--- src/rtl/ntt_pkg.sv ---
// Shared helpers for the NTT twiddle store: width helpers and address bit reversal.
package ntt_pkg;

  // Widest address the bit-reversal helper handles.
  localparam int BITREV_MAXW = 32;

  // Ceil(log2(v)) with a floor of 1, so single-entry stores still get a 1-bit address.
  function automatic int clog2_f1(input int v);
    int r;
    r = 0;
    while ((1 << r) < v) r = r + 1;
    return (r < 1) ? 1 : r;
  endfunction

  // Bits needed to hold the values 0..v inclusive.
  function automatic int count_w(input int v);
    return clog2_f1(v + 1);
  endfunction

  // Reverse the low nbits of addr; bits at and above nbits come back as zero.
  function automatic logic [BITREV_MAXW-1:0] bitrev(input logic [BITREV_MAXW-1:0] addr,
                                                    input int nbits);
    logic [BITREV_MAXW-1:0] r;
    r = '0;
    for (int i = 0; i < BITREV_MAXW; i++) begin
      if (i < nbits) r[i] = addr[5'(nbits - 1 - i)];
    end
    return r;
  endfunction

endpackage

--- src/rtl/twiddle_rd_port.sv ---
// One registered read lane: optional bit-reversed remap, range check, and
// data/err/valid registers with one cycle of latency.
module twiddle_rd_port
  import ntt_pkg::*;
#(
  parameter int W     = 32,
  parameter int DEPTH = 8,
  parameter int AW    = 3
) (
  input  logic          clk,
  input  logic          rst,
  input  logic          i_en,
  input  logic          i_bitrev,
  input  logic [AW-1:0] i_addr,
  output logic [AW-1:0] o_idx,
  input  logic [W-1:0]  i_mem_data,
  input  logic          i_mem_written,
  output logic [W-1:0]  o_data,
  output logic          o_valid,
  output logic          o_err
);

  logic [BITREV_MAXW-1:0] w_addr_ext;
  logic [BITREV_MAXW-1:0] w_addr_eff;
  logic                   w_oor;

  logic [W-1:0] r_data;
  logic         r_valid;
  logic         r_err;

  assign w_addr_ext = BITREV_MAXW'(i_addr);
  assign w_addr_eff = i_bitrev ? bitrev(w_addr_ext, AW) : w_addr_ext;
  assign w_oor      = (w_addr_eff >= BITREV_MAXW'(DEPTH));
  // Out-of-range requests look up entry 0 so the array is never indexed past its end;
  // the looked-up word is discarded in that case.
  assign o_idx      = w_oor ? '0 : w_addr_eff[AW-1:0];

  // Capture the response on a request; data and err hold when the lane is idle.
  always_ff @(posedge clk) begin
    if (rst) begin
      r_valid <= 1'b0;
      r_data  <= '0;
      r_err   <= 1'b0;
    end else begin
      r_valid <= i_en;
      if (i_en) begin
        r_data <= w_oor ? '0 : i_mem_data;
        r_err  <= w_oor | ~i_mem_written;
      end
    end
  end

  assign o_data  = r_data;
  assign o_valid = r_valid;
  assign o_err   = r_err;

endmodule

--- src/rtl/twiddle_mem_mp.sv ---
// Twiddle-factor store: streaming fill with auto-incrementing pointer, per-entry
// written tracking, soft clear, and NRD independent registered read lanes.
module twiddle_mem_mp
  import ntt_pkg::*;
#(
  parameter int W     = 32,
  parameter int DEPTH = 8,
  parameter int NRD   = 2,
  localparam int AW   = clog2_f1(DEPTH),
  localparam int CW   = count_w(DEPTH)
) (
  input  logic              clk,
  input  logic              rst,
  input  logic              clear,
  input  logic              load_valid,
  output logic              load_ready,
  input  logic [W-1:0]      load_data,
  input  logic              rd_bitrev,
  input  logic [NRD-1:0]    rd_en,
  input  logic [NRD*AW-1:0] rd_addr,
  output logic [NRD*W-1:0]  rd_data,
  output logic [NRD-1:0]    rd_valid,
  output logic [NRD-1:0]    rd_err,
  output logic [CW-1:0]     count,
  output logic              full
);

  logic [W-1:0]     r_mem [DEPTH];
  logic [DEPTH-1:0] r_written;
  // The write pointer always equals the fill count, so one register serves both.
  logic [CW-1:0]    r_count;

  logic             w_full;
  logic             w_accept;
  logic [AW-1:0]    w_wr_idx;

  assign w_full     = (r_count == CW'(DEPTH));
  assign load_ready = ~w_full;
  assign w_accept   = load_valid & ~w_full & ~clear;
  assign w_wr_idx   = r_count[AW-1:0];

  // Fill control: reset and clear empty the store; an accepted word advances the pointer.
  always_ff @(posedge clk) begin
    if (rst || clear) begin
      r_count   <= '0;
      r_written <= '0;
    end else if (w_accept) begin
      r_count             <= r_count + CW'(1);
      r_written[w_wr_idx] <= 1'b1;
    end
  end

  // Memory array: written only on an accepted load, never reset.
  always_ff @(posedge clk) begin
    if (w_accept && !rst) r_mem[w_wr_idx] <= load_data;
  end

  for (genvar g = 0; g < NRD; g++) begin : g_rd
    logic [AW-1:0] w_idx;
    logic [W-1:0]  w_q;
    logic          w_vld;
    logic          w_err;

    twiddle_rd_port #(
      .W     (W),
      .DEPTH (DEPTH),
      .AW    (AW)
    ) u_port (
      .clk           (clk),
      .rst           (rst),
      .i_en          (rd_en[g]),
      .i_bitrev      (rd_bitrev),
      .i_addr        (rd_addr[g*AW +: AW]),
      .o_idx         (w_idx),
      .i_mem_data    (r_mem[w_idx]),
      .i_mem_written (r_written[w_idx]),
      .o_data        (w_q),
      .o_valid       (w_vld),
      .o_err         (w_err)
    );

    assign rd_data[g*W +: W] = w_q;
    assign rd_valid[g]       = w_vld;
    assign rd_err[g]         = w_err;
  end

  assign count = r_count;
  assign full  = w_full;

endmodule

--- config.mk ---
export PLATFORM = sky130hd
export DESIGN_NAME = twiddle_mem_mp
export DESIGN_NICKNAME = d
export VERILOG_FILES = /design/src/rtl/ntt_pkg.sv /design/src/rtl/twiddle_rd_port.sv /design/src/rtl/twiddle_mem_mp.sv
export SDC_FILE = /design/constraint.sdc
export NUM_CORES = 1
export LEC_CHECK = 0
export BUFFER_PORTS_ARGS = -buffer_cell sky130_fd_sc_hd__buf_2
export CAP_MARGIN = 20
export CORE_ASPECT_RATIO = 0.75
export CORE_UTILIZATION = 45
export CTS_CLUSTER_DIAMETER = 200
export CTS_CLUSTER_SIZE = 40
export DETAILED_ROUTE_END_ITERATION = 16
export HOLD_SLACK_MARGIN = 0.03
export PLACE_DENSITY = 0.7
export SLEW_MARGIN = 20
export SYNTH_ARGS = -nofsm -noshare
export SYNTH_HDL_FRONTEND = slang
export SYNTH_HIERARCHICAL = 1
export SYNTH_SLANG_ARGS = --single-unit
--- constraint.sdc ---
create_clock -name clk -period 7.6 [get_ports clk]
set_input_delay 1.52 -clock clk [delete_from_list [all_inputs] [get_ports clk]]
set_output_delay 1.52 -clock clk [all_outputs]
set_load 0.02 [all_outputs]
# After elaboration in Yosys (flattened, before gate mapping)
# Memories as Yosys holds them, arrays and structs flattened. A register that Yosys moved wholly into a read port is not among the register bits.
# Index checks and enable logic that the tools add are counted.
[word_totals] regBits=16 ram_bits=256 in_bits=45 out_inout_bits=74 elab_cells=40 n_memories=1
[mem_list] memory="r_mem" depth=8 word_bits=32 read_ports=2 rd_clocked_by_memory_dff=2 wr=1 line_no="twiddle_mem_mp.sv:28" source="logic [W-1:0] r_mem [DEPTH];"
[op_classes] n_addsub=1 n_lt_le_gt_ge=6 eq_ne=1 n_mux=12 bitwise_logic=9 reduce_logical=4
[op_table] operator="32-bit by 4-bit greater-or-equal comparator with 1-bit output (second input constant)" count=2
[op_table] operator="3-bit by 4-bit < comparator with 1-bit output (second input constant)" count=3
[op_table] operator="3-bit 2-to-1 mux" count=4
[op_table] operator="8-bit OR" count=1
[op_table] operator="1-bit binary-select mux with 3-bit select" count=2
[op_table] operator="1-bit 2-to-1 mux" count=5
[op_table] operator="4-bit by 1-bit adder with 4-bit output (second input constant)" count=1
[op_table] operator="4-bit == test (second input constant)" count=1
[op_table] operator="1-bit NOT" count=4
[op_table] operator="1-bit demux with 3-bit select" count=1
[op_table] operator="3-bit by 1-bit greater-or-equal comparator with 1-bit output (second input constant)" count=1
[op_table] operator="1-bit AND" count=2
[op_table] operator="1-bit logical AND" count=2
[op_table] operator="1-bit OR" count=2
[op_table] operator="1-bit zero test" count=1
[op_table] operator="1-bit logical OR" count=1

# Longest topological paths before layout
# Gate-level depths: netlist of the first run.
[logic_depth] depth_word=7 mapped_depth=7 depth_no_buf=6

# By module
# The synthesis of the first run kept the hierarchy.
[modules_own_cells] mod="twiddle_mem_mp" instances=1 cells_per_inst=561 area_each_um2=12274.3 seq_area_each_um2=7927.6
[modules_own_cells] mod="twiddle_rd_port" instances=2 cells_per_inst=112 area_each_um2=1262.5 seq_area_each_um2=680.7

# Worst setup path before layout of the first run
# No wires, ideal clock.
[synth_path] kind="input-to-reg" startpoint="in clear" endpoint="mem r_mem[0][0] (enable)" setup_ns=0.461 arrival_time_ns=4.334 required_ns=7.139 setup_slack_ns=2.805 path_stages=3 n_path_buf=0 cell_sequence="nor2_1 > nand3_1 > nor3_1"
[synth_between] elab_chain_cells=5
[synth_lines] element="from (decl)" line_no="twiddle_mem_mp.sv:14" source="input logic clear,"
[synth_lines] element="1-bit NOT" line_no="twiddle_mem_mp.sv:39" source="assign w_accept = load_valid & ~w_full & ~clear;"
[synth_lines] element="1-bit AND" line_no="twiddle_mem_mp.sv:39"
[synth_lines] element="1-bit logical AND" line_no="twiddle_mem_mp.sv:55" source="if (w_accept && !rst) r_mem[w_wr_idx] <= load_data;"
[synth_lines] element="1-bit 2-to-1 mux" line_no="twiddle_mem_mp.sv:55"
[synth_lines] element="1-bit 2-to-1 mux (not written as such)" line_no="twiddle_mem_mp.sv:55"
[synth_lines] element="to (decl)" line_no="twiddle_mem_mp.sv:28"
# No other way between the ends.

# Worst setup path after layout of the first run
[layout_path] startpoint="in rst" endpoint="mem r_mem[2][0] (enable)"
[layout_between] elab_chain_cells=4
[layout_lines] element="from (decl)" line_no="twiddle_mem_mp.sv:13" source="input logic rst,"
[layout_lines] element="1-bit zero test" line_no="twiddle_mem_mp.sv:55"
[layout_lines] element="1-bit logical AND" line_no="twiddle_mem_mp.sv:55"
[layout_lines] element="1-bit 2-to-1 mux" line_no="twiddle_mem_mp.sv:55"
[layout_lines] element="1-bit 2-to-1 mux (not written as such)" line_no="twiddle_mem_mp.sv:55"
# No other way between the ends.

==> results of run 1 <==
## worst paths after layout
check,from,to
worst min-delay path,r_written[7]$_SDFFE_PP0P_,r_written[7]$_SDFFE_PP0P_
worst max-delay path,rst,r_mem[2][0]$_DFFE_PP_
worst min register to register,r_written[7]$_SDFFE_PP0P_,r_written[7]$_SDFFE_PP0P_
worst max register to register,count[0]$_SDFFE_PP0P_,r_mem[2][0]$_DFFE_PP_
## per-layer routing
| metal | up-vias | wire length [um] |
|---|---|---|
| met5 | - | 11 |
| met4 | 2 | 363 |
| met3 | 28 | 1830 |
| met2 | 206 | 15000 |
| met1 | 4023 | 14100 |
| li1 | 3325 | - |
## cell families after synthesis
kind of cell	after synthesis	share of synthesized area
flops	336	0.628
mux	267	0.302
simple gates	97	0.0270
buf+inv	67	0.0342
compound gates	15	0.00693
fa+ha+maj	2	0.00169
xor+xnor	1	0.000592
## registers in the layout, summed over array words and instances (netlist names)
name	count
r_mem	256
g_rd.u_port/o_valid	2
r_written	8
g_rd.u_port/o_err	2
count	4
g_rd.u_port/o_data	64
## power breakdown
| group | leakage, nW | internal, mW | total, mW | switching (mW) |
|---|---|---|---|---|
| Sequential | 2.97 | 2.01 | 2.03 | 0.0197 |
| Combinational | 2.42 | 0.168 | 0.369 | 0.200 |
| Clock | 0.179 | 0.331 | 0.860 | 0.529 |
| Total | 5.57 | 2.51 | 3.26 | 0.749 |
## placed cells by master, fill, tap and decap left out, drive strengths merged, types with 4 or more instances in the layout
cell    netlist  final
mux4        132    132
inv           5      5
nor2         75     75
clkbuf       20     19
mux2i        65     65
dfxtp        80     80
buf          42    133
nand2         7      7
a21oi         4      4
mux2         70     70
nor3          5      5
edfxtp      256    256
o21ai         4      4
## metrics by stage
stage | std cells | utilization | total power [mW]
after global placement | 1297 | 0.483 | 2.43
after global routing | 1318 | 0.495 | 3.36
after detailed placement | 1298 | 0.483 | 2.44
final | 1320 | 0.495 | 3.26
after CTS | 1318 | 0.495 | 3.28
after floorplan | 785 | - | 2.34
## critical path: cells and delay by family
kind                   cells  cell delay, ns
AND/OR/NAND/NOR            3            1.61
buffers and inverters      2            0.75
## layout make-up
cell class	instances	area, um^2	share of cell area
Multi-Input combinational cell	382	5060	0.316
Antenna cell	2	5.00	0.000312
Clock inverter	1	30.0	0.00187
Sequential cell	336	9290	0.580
Inverter	5	18.8	0.00117
Timing Repair Buffer	133	723	0.0451
Tap cell	442	553	0.0345
Clock buffer	19	348	0.0217
==> results.py, run 1 <==
metrics = {
    "outcome": {
        "status": "finished clean",
    },
    "synthesis": {
        "synth_area_leaders": "edfxtp_1 (52%), mux4_2 (18%), dfxtp_1 (11%), mux2_2 (5.3%), mux2i_1 (4.4%)",
        "syn_avg_cell_area_um2": 18.9,
        "syn_inst": 785,
        "async_reset_ff_frac": 0,
        "yosysTopAreaCell": "edfxtp_1",
        "synth-edff-count": 256,
        "synth.distinct_cells": 33,
        "ys_warn_count": 6,
        "synth_top_area_share": 0.519,
        "ys.flop_type": "edfxtp_1",
        "synth_nets": 832,
        "synth.most_common_cell": "edfxtp_1",
        "syn_area_mm2": 0.0148,
        "yosys-top-cells-count": "edfxtp_1 (256), mux4_2 (116), dfxtp_1 (80)",
        "ys_seq_elements": 336,
        "ys_seq_area_frac": 0.628,
    },
    "timing": {
        "period_share": 0.494,
        "fin_crit_ns": 3.76,
        "hold_viol": 0,
        "fin_ws_ns": 3.84,
        "rsz0062_at_grt": "false",
        "hold_slack_ns": 0.469,
        "finalMaxSlewViolations": 0,
        "finalSetupTns_ns": 0,
        "clock-skew-final_ns": 0.0355,
        "slew_headroom": 0.279,
        "fmax_ghz": 0.266,
        "worst_pin_slew_ns": 1.08,
        "finalSetupViolCount": 0,
    },
    "clock_network": {
        "cts_tree": "built",
        "clock_latency_ns": 0.52,
        "clock_tree.htree_level_count": 1,
        "clk_path_buf_depth": 3,
        "clkSinkCount": 336,
        "post_cts_buffers": 0,
        "clk_pin_slew_ns": 0.13,
        "hold_buffers": 0,
        "numCtsBuffers": 12,
        "cts.repair.resized": 0,
        "root_buffer": "clkbuf_16",
    },
    "critical_path": {
        "path_cells": "buf_4 > nor2_1 > nand3_1 > nor2_4 > buf_4",
        "timing.critical_path.mode_cell": "buf_4",
        "critPathArrivalTime_ns": 3.93,
        "reg2reg_depth": 6,
        "end_kind": "flip-flop",
        "reg2reg_slack_ns": 4.42,
        "crit_type": "in2reg",
        "crit_path_top_delay_cell": "nor2_4",
        "path_max_fanout": 72,
        "cp.required_ns": 7.78,
        "max_stage_delay_ns": 0.68,
        "startpoint_type": "primary input",
    },
    "routing": {
        "routedWlPerCell_um": 23.7,
        "antenna_left": 0,
        "finalWirelength_um": 31300,
        "num_vias": 7584,
        "drc": 0,
        "drtIter0Drc": 595,
        "dr.pass1.iters": 4,
        "via_per_inst": 5.75,
    },
    "placed_design": {
        "dpl_cell_area_mm2": 0.0156,
        "place.detailed.hpwl_um": 18300,
        "place_ws_ns": 3.30,
        "gp_congestion": 0.755,
        "io_buffer_count": 118,
    },
    "floorplan": {
        "io_pins": 119,
        "std_cell_rows": 57,
        "initial_core_util": 0.457,
        "die_h_um": 159,
        "coreArea_mm2": 0.0324,
        "die_width_um": 211,
        "die-area_mm2": 0.0336,
    },
    "final_layout": {
        "stdcell_area_mm2": 0.0160,
        "areaGrowthSynthToFinish_pct": 8.29,
        "fillerInstances": 2683,
        "final_nets": 917,
        "drive_gt1_frac": 0.395,
    },
    "global_route": {
        "use_met1": 0.278,
        "grt_first_pass_wirelength_um": 47500,
        "overflow": 0,
        "grt_pass1_vias": 7645,
        "grt_max_degree": 73,
        "grt_busiest_layer": "met2",
        "met3_usage": 0.0329,
        "gr-usage-met2": 0.303,
        "track_usage": 0.189,
        "grt_antenna_before_repair": 3,
    },
    "min_path": {
        "hold_depth": 2,
        "worstHoldPathType": "reg2reg",
    },
    "pwr": {
        "irDropWorstVdd_v": 0.000139,
        "leakage_nw": 5.57,
        "powerDensity_mw_per_mm2": 203,
    },
    "job": {
        "drv_cap": 0,
    },
}
No activity file was read; power rests on OpenSTA's default activity.
==> inputs of run 2 (changes only) <==
--- a/config.mk
+++ b/config.mk
@@ -5,6 +5,7 @@
 export SDC_FILE = /design/constraint.sdc
 export NUM_CORES = 1
 export LEC_CHECK = 0
+export ABC_AREA = 1
 export BUFFER_PORTS_ARGS = -buffer_cell sky130_fd_sc_hd__buf_2
 export CAP_MARGIN = 20
 export CORE_ASPECT_RATIO = 0.75
@@ -13,7 +14,7 @@
 export CTS_CLUSTER_SIZE = 40
 export DETAILED_ROUTE_END_ITERATION = 16
 export HOLD_SLACK_MARGIN = 0.03
-export PLACE_DENSITY = 0.7
+export PLACE_DENSITY = 0.69
 export SLEW_MARGIN = 20
 export SYNTH_ARGS = -nofsm -noshare
 export SYNTH_HDL_FRONTEND = slang
==> constraint.sdc (replaced) <==
create_clock -name clk -period 3.5 [get_ports clk]
set_input_delay 0.7 -clock clk [delete_from_list [all_inputs] [get_ports clk]]
set_output_delay 0.7 -clock clk [all_outputs]
set_load 0.02 [all_outputs]
==> results.py, run 2 <==
metrics = {
    "critical_path": {
        "crit_type": "reg2reg",
        "cp_num_buf_inv": 2,
        "max_stage_delay_ns": 0.59,
        "path_cells": "inv_1 > ha_1 > nand2_1 > nor2_1 > nor2_2 > nand3_1 > nor2_4 > buf_4",
        "critPathArrivalTime_ns": 3.11,
        "end_kind": "flip-flop",
        "path_max_fanout": 14,
        "crit_path_top_delay_cell": "dfxtp_1",
        "cp_top_family": "simple AND/OR/NAND/NOR gates",
        "startpoint_type": "flip-flop",
        "cp.required_ns": 3.74,
    },
    "synthesis": {
        "async_reset_ff_frac": 0,
        "synth.most_common_cell": "nand2_1",
        "syn_avg_cell_area_um2": 8.66,
        "synth-edff-count": 256,
        "ys_seq_area_frac": 0.572,
        "synth_top_area_share": 0.473,
        "ys_seq_elements": 336,
        "syn_inst": 1874,
        "ys.flop_type": "edfxtp_1",
        "yosysTopAreaCell": "edfxtp_1",
        "synth.distinct_cells": 20,
        "synth_area_leaders": "edfxtp_1 (47%), nand2_1 (14%), dfxtp_1 (9.9%), o211ai_1 (6.1%), inv_1 (4.9%)",
        "ys_warn_count": 6,
        "yosys-top-cells-count": "nand2_1 (607), edfxtp_1 (256), inv_1 (214)",
        "syn_area_mm2": 0.0162,
        "synth_nets": 1921,
    },
    "final_layout": {
        "fillerInstances": 3214,
        "largest_register_ffs": 256,
        "areaGrowthSynthToFinish_pct": 7.78,
        "final_nets": 1956,
        "multi_input_area_mm2": 0.00547,
        "mostFrequentLayoutCells": "nand2_1 (607), edfxtp_1 (256), inv_1 (214), nor2_1 (146), a21oi_1 (142)",
        "regMostFlops": "r_mem",
        "layout_commonest_cell": "nand2_1",
        "ff_latch_area_mm2": 0.00929,
        "stdcell_area_mm2": 0.0175,
        "finalCoreUtilization": 0.499,
        "drive_gt1_frac": 0.0935,
    },
    "routing": {
        "dr.pass1.iters": 5,
        "antenna_left": 0,
        "finalWirelength_um": 42200,
        "routedWlPerCell_um": 17.8,
        "drtIter0Drc": 1205,
        "drc": 0,
        "num_vias": 12700,
        "via_per_inst": 5.37,
    },
    "placed_design": {
        "io_buffer_count": 118,
        "dpl_cell_area_mm2": 0.0171,
        "place.detailed.hpwl_um": 26900,
        "place_ws_ns": 0.683,
        "gp_congestion": 0.842,
    },
    "global_route": {
        "grt_antenna_before_repair": 7,
        "track_usage": 0.226,
        "grt_first_pass_wirelength_um": 65700,
        "overflow": 0,
        "grt_max_degree": 157,
        "grt_pass1_vias": 12100,
    },
    "timing": {
        "period_share": 0.820,
        "finalMaxSlewViolations": 0,
        "slew_headroom": 0.362,
        "fmax_ghz": 0.348,
        "fin_crit_ns": 2.87,
        "finalSetupTns_ns": 0,
        "fin_ws_ns": 0.630,
        "hold_viol": 0,
        "worst_pin_slew_ns": 0.956,
        "clock-skew-final_ns": 0.0226,
        "rsz0062_at_grt": "false",
        "finalSetupViolCount": 0,
    },
    "outcome": {
        "status": "finished clean",
    },
    "job": {
        "drv_cap": 0,
    },
    "clock_network": {
        "clk_pin_slew_ns": 0.15,
        "clock_tree.htree_level_count": 1,
        "clkSinkCount": 336,
        "cts_tree": "built",
        "clock_latency_ns": 0.52,
        "numCtsBuffers": 12,
        "cts.repair.resized": 0,
        "clk_path_buf_depth": 3,
        "post_cts_buffers": 0,
        "hold_buffers": 0,
        "root_buffer": "clkbuf_16",
    },
    "pwr": {
        "p_int_mw": 5.42,
        "power_switching_share": 0.274,
        "leakage_nw": 7.54,
        "seqPwrFrac": 0.591,
        "p_sw_mw": 2.05,
        "powerDensity_mw_per_mm2": 427,
        "total_power_mw": 7.47,
        "power_frac_comb": 0.151,
        "irDropWorstVdd_v": 0.000287,
        "clockPowerShare": 0.258,
    },
    "floorplan": {
        "initial_core_util": 0.463,
        "std_cell_rows": 59,
        "die-area_mm2": 0.0369,
        "io_pins": 119,
        "die_width_um": 221,
        "coreArea_mm2": 0.0351,
        "die_h_um": 166,
    },
    "min_path": {
        "worstHoldPathType": "in2reg",
    },
}
[run 2: worst paths after layout]
path,from,endpoint,slack [ns],depth (start not counted)
setup / recovery,count[0]$_SDFFE_PP0P_,r_mem[3][7]$_DFFE_PP_,0.63,8
hold / removal,load_data[30],r_mem[4][30]$_DFFE_PP_,0.44,1
setup reg to reg,count[0]$_SDFFE_PP0P_,r_mem[3][7]$_DFFE_PP_,0.63,8
hold reg to reg,r_written[4]$_SDFFE_PP0P_,r_written[4]$_SDFFE_PP0P_,0.48,2
[run 2: per-stage QoR]
step           std cells  hold slack (ns)
2_1_floorplan       1874            0.437
3_3_place_gp        2352            0.453
3_5_place_dp        2352            0.459
4_1_cts             2372            0.430
5_1_grt             2372            0.430
6_report            2374            0.440
[run 2: final cells by class]
class / count / share of cell area
diodes: 2 / 0.000286
well taps: 457 / 0.0327
inverters: 216 / 0.0463
repair buffers: 152 / 0.0558
clock inverters: 1 / 0.00172
multi-input cells: 1191 / 0.313
flip-flops and latches: 336 / 0.531
clock buffers: 19 / 0.0199
[run 2: power groups by stage]
stage          clock, mW  sequential [mW]  combinational, mW
6_report            1.93             4.41               1.13
5_1_grt             2.07             4.43               1.25
4_1_cts             1.96             4.42               1.12
3_5_place_dp           0             4.51               1.12
3_3_place_gp           0             4.50               1.10
2_1_floorplan          0             4.57              0.707
[run 2: per-layer routing]
metal	GRT usage	part of all wire
met1	0.302	0.44
met2	0.372	0.46
met3	0.0353	0.060
met4	0.0836	0.035
met5	0	0.0010
[run 2: cell families (layout without fill, tap and decap cells)]
group | after synthesis | after routing | share of synthesized area
flops | 336 | 336 | 0.572
compound gates | 413 | 413 | 0.148
other cells | 0 | 2 | 0
fa+ha+maj | 2 | 2 | 0.00154
xor+xnor | 1 | 1 | 0.000540
simple gates | 775 | 775 | 0.180
buf+inv | 347 | 388 | 0.0977
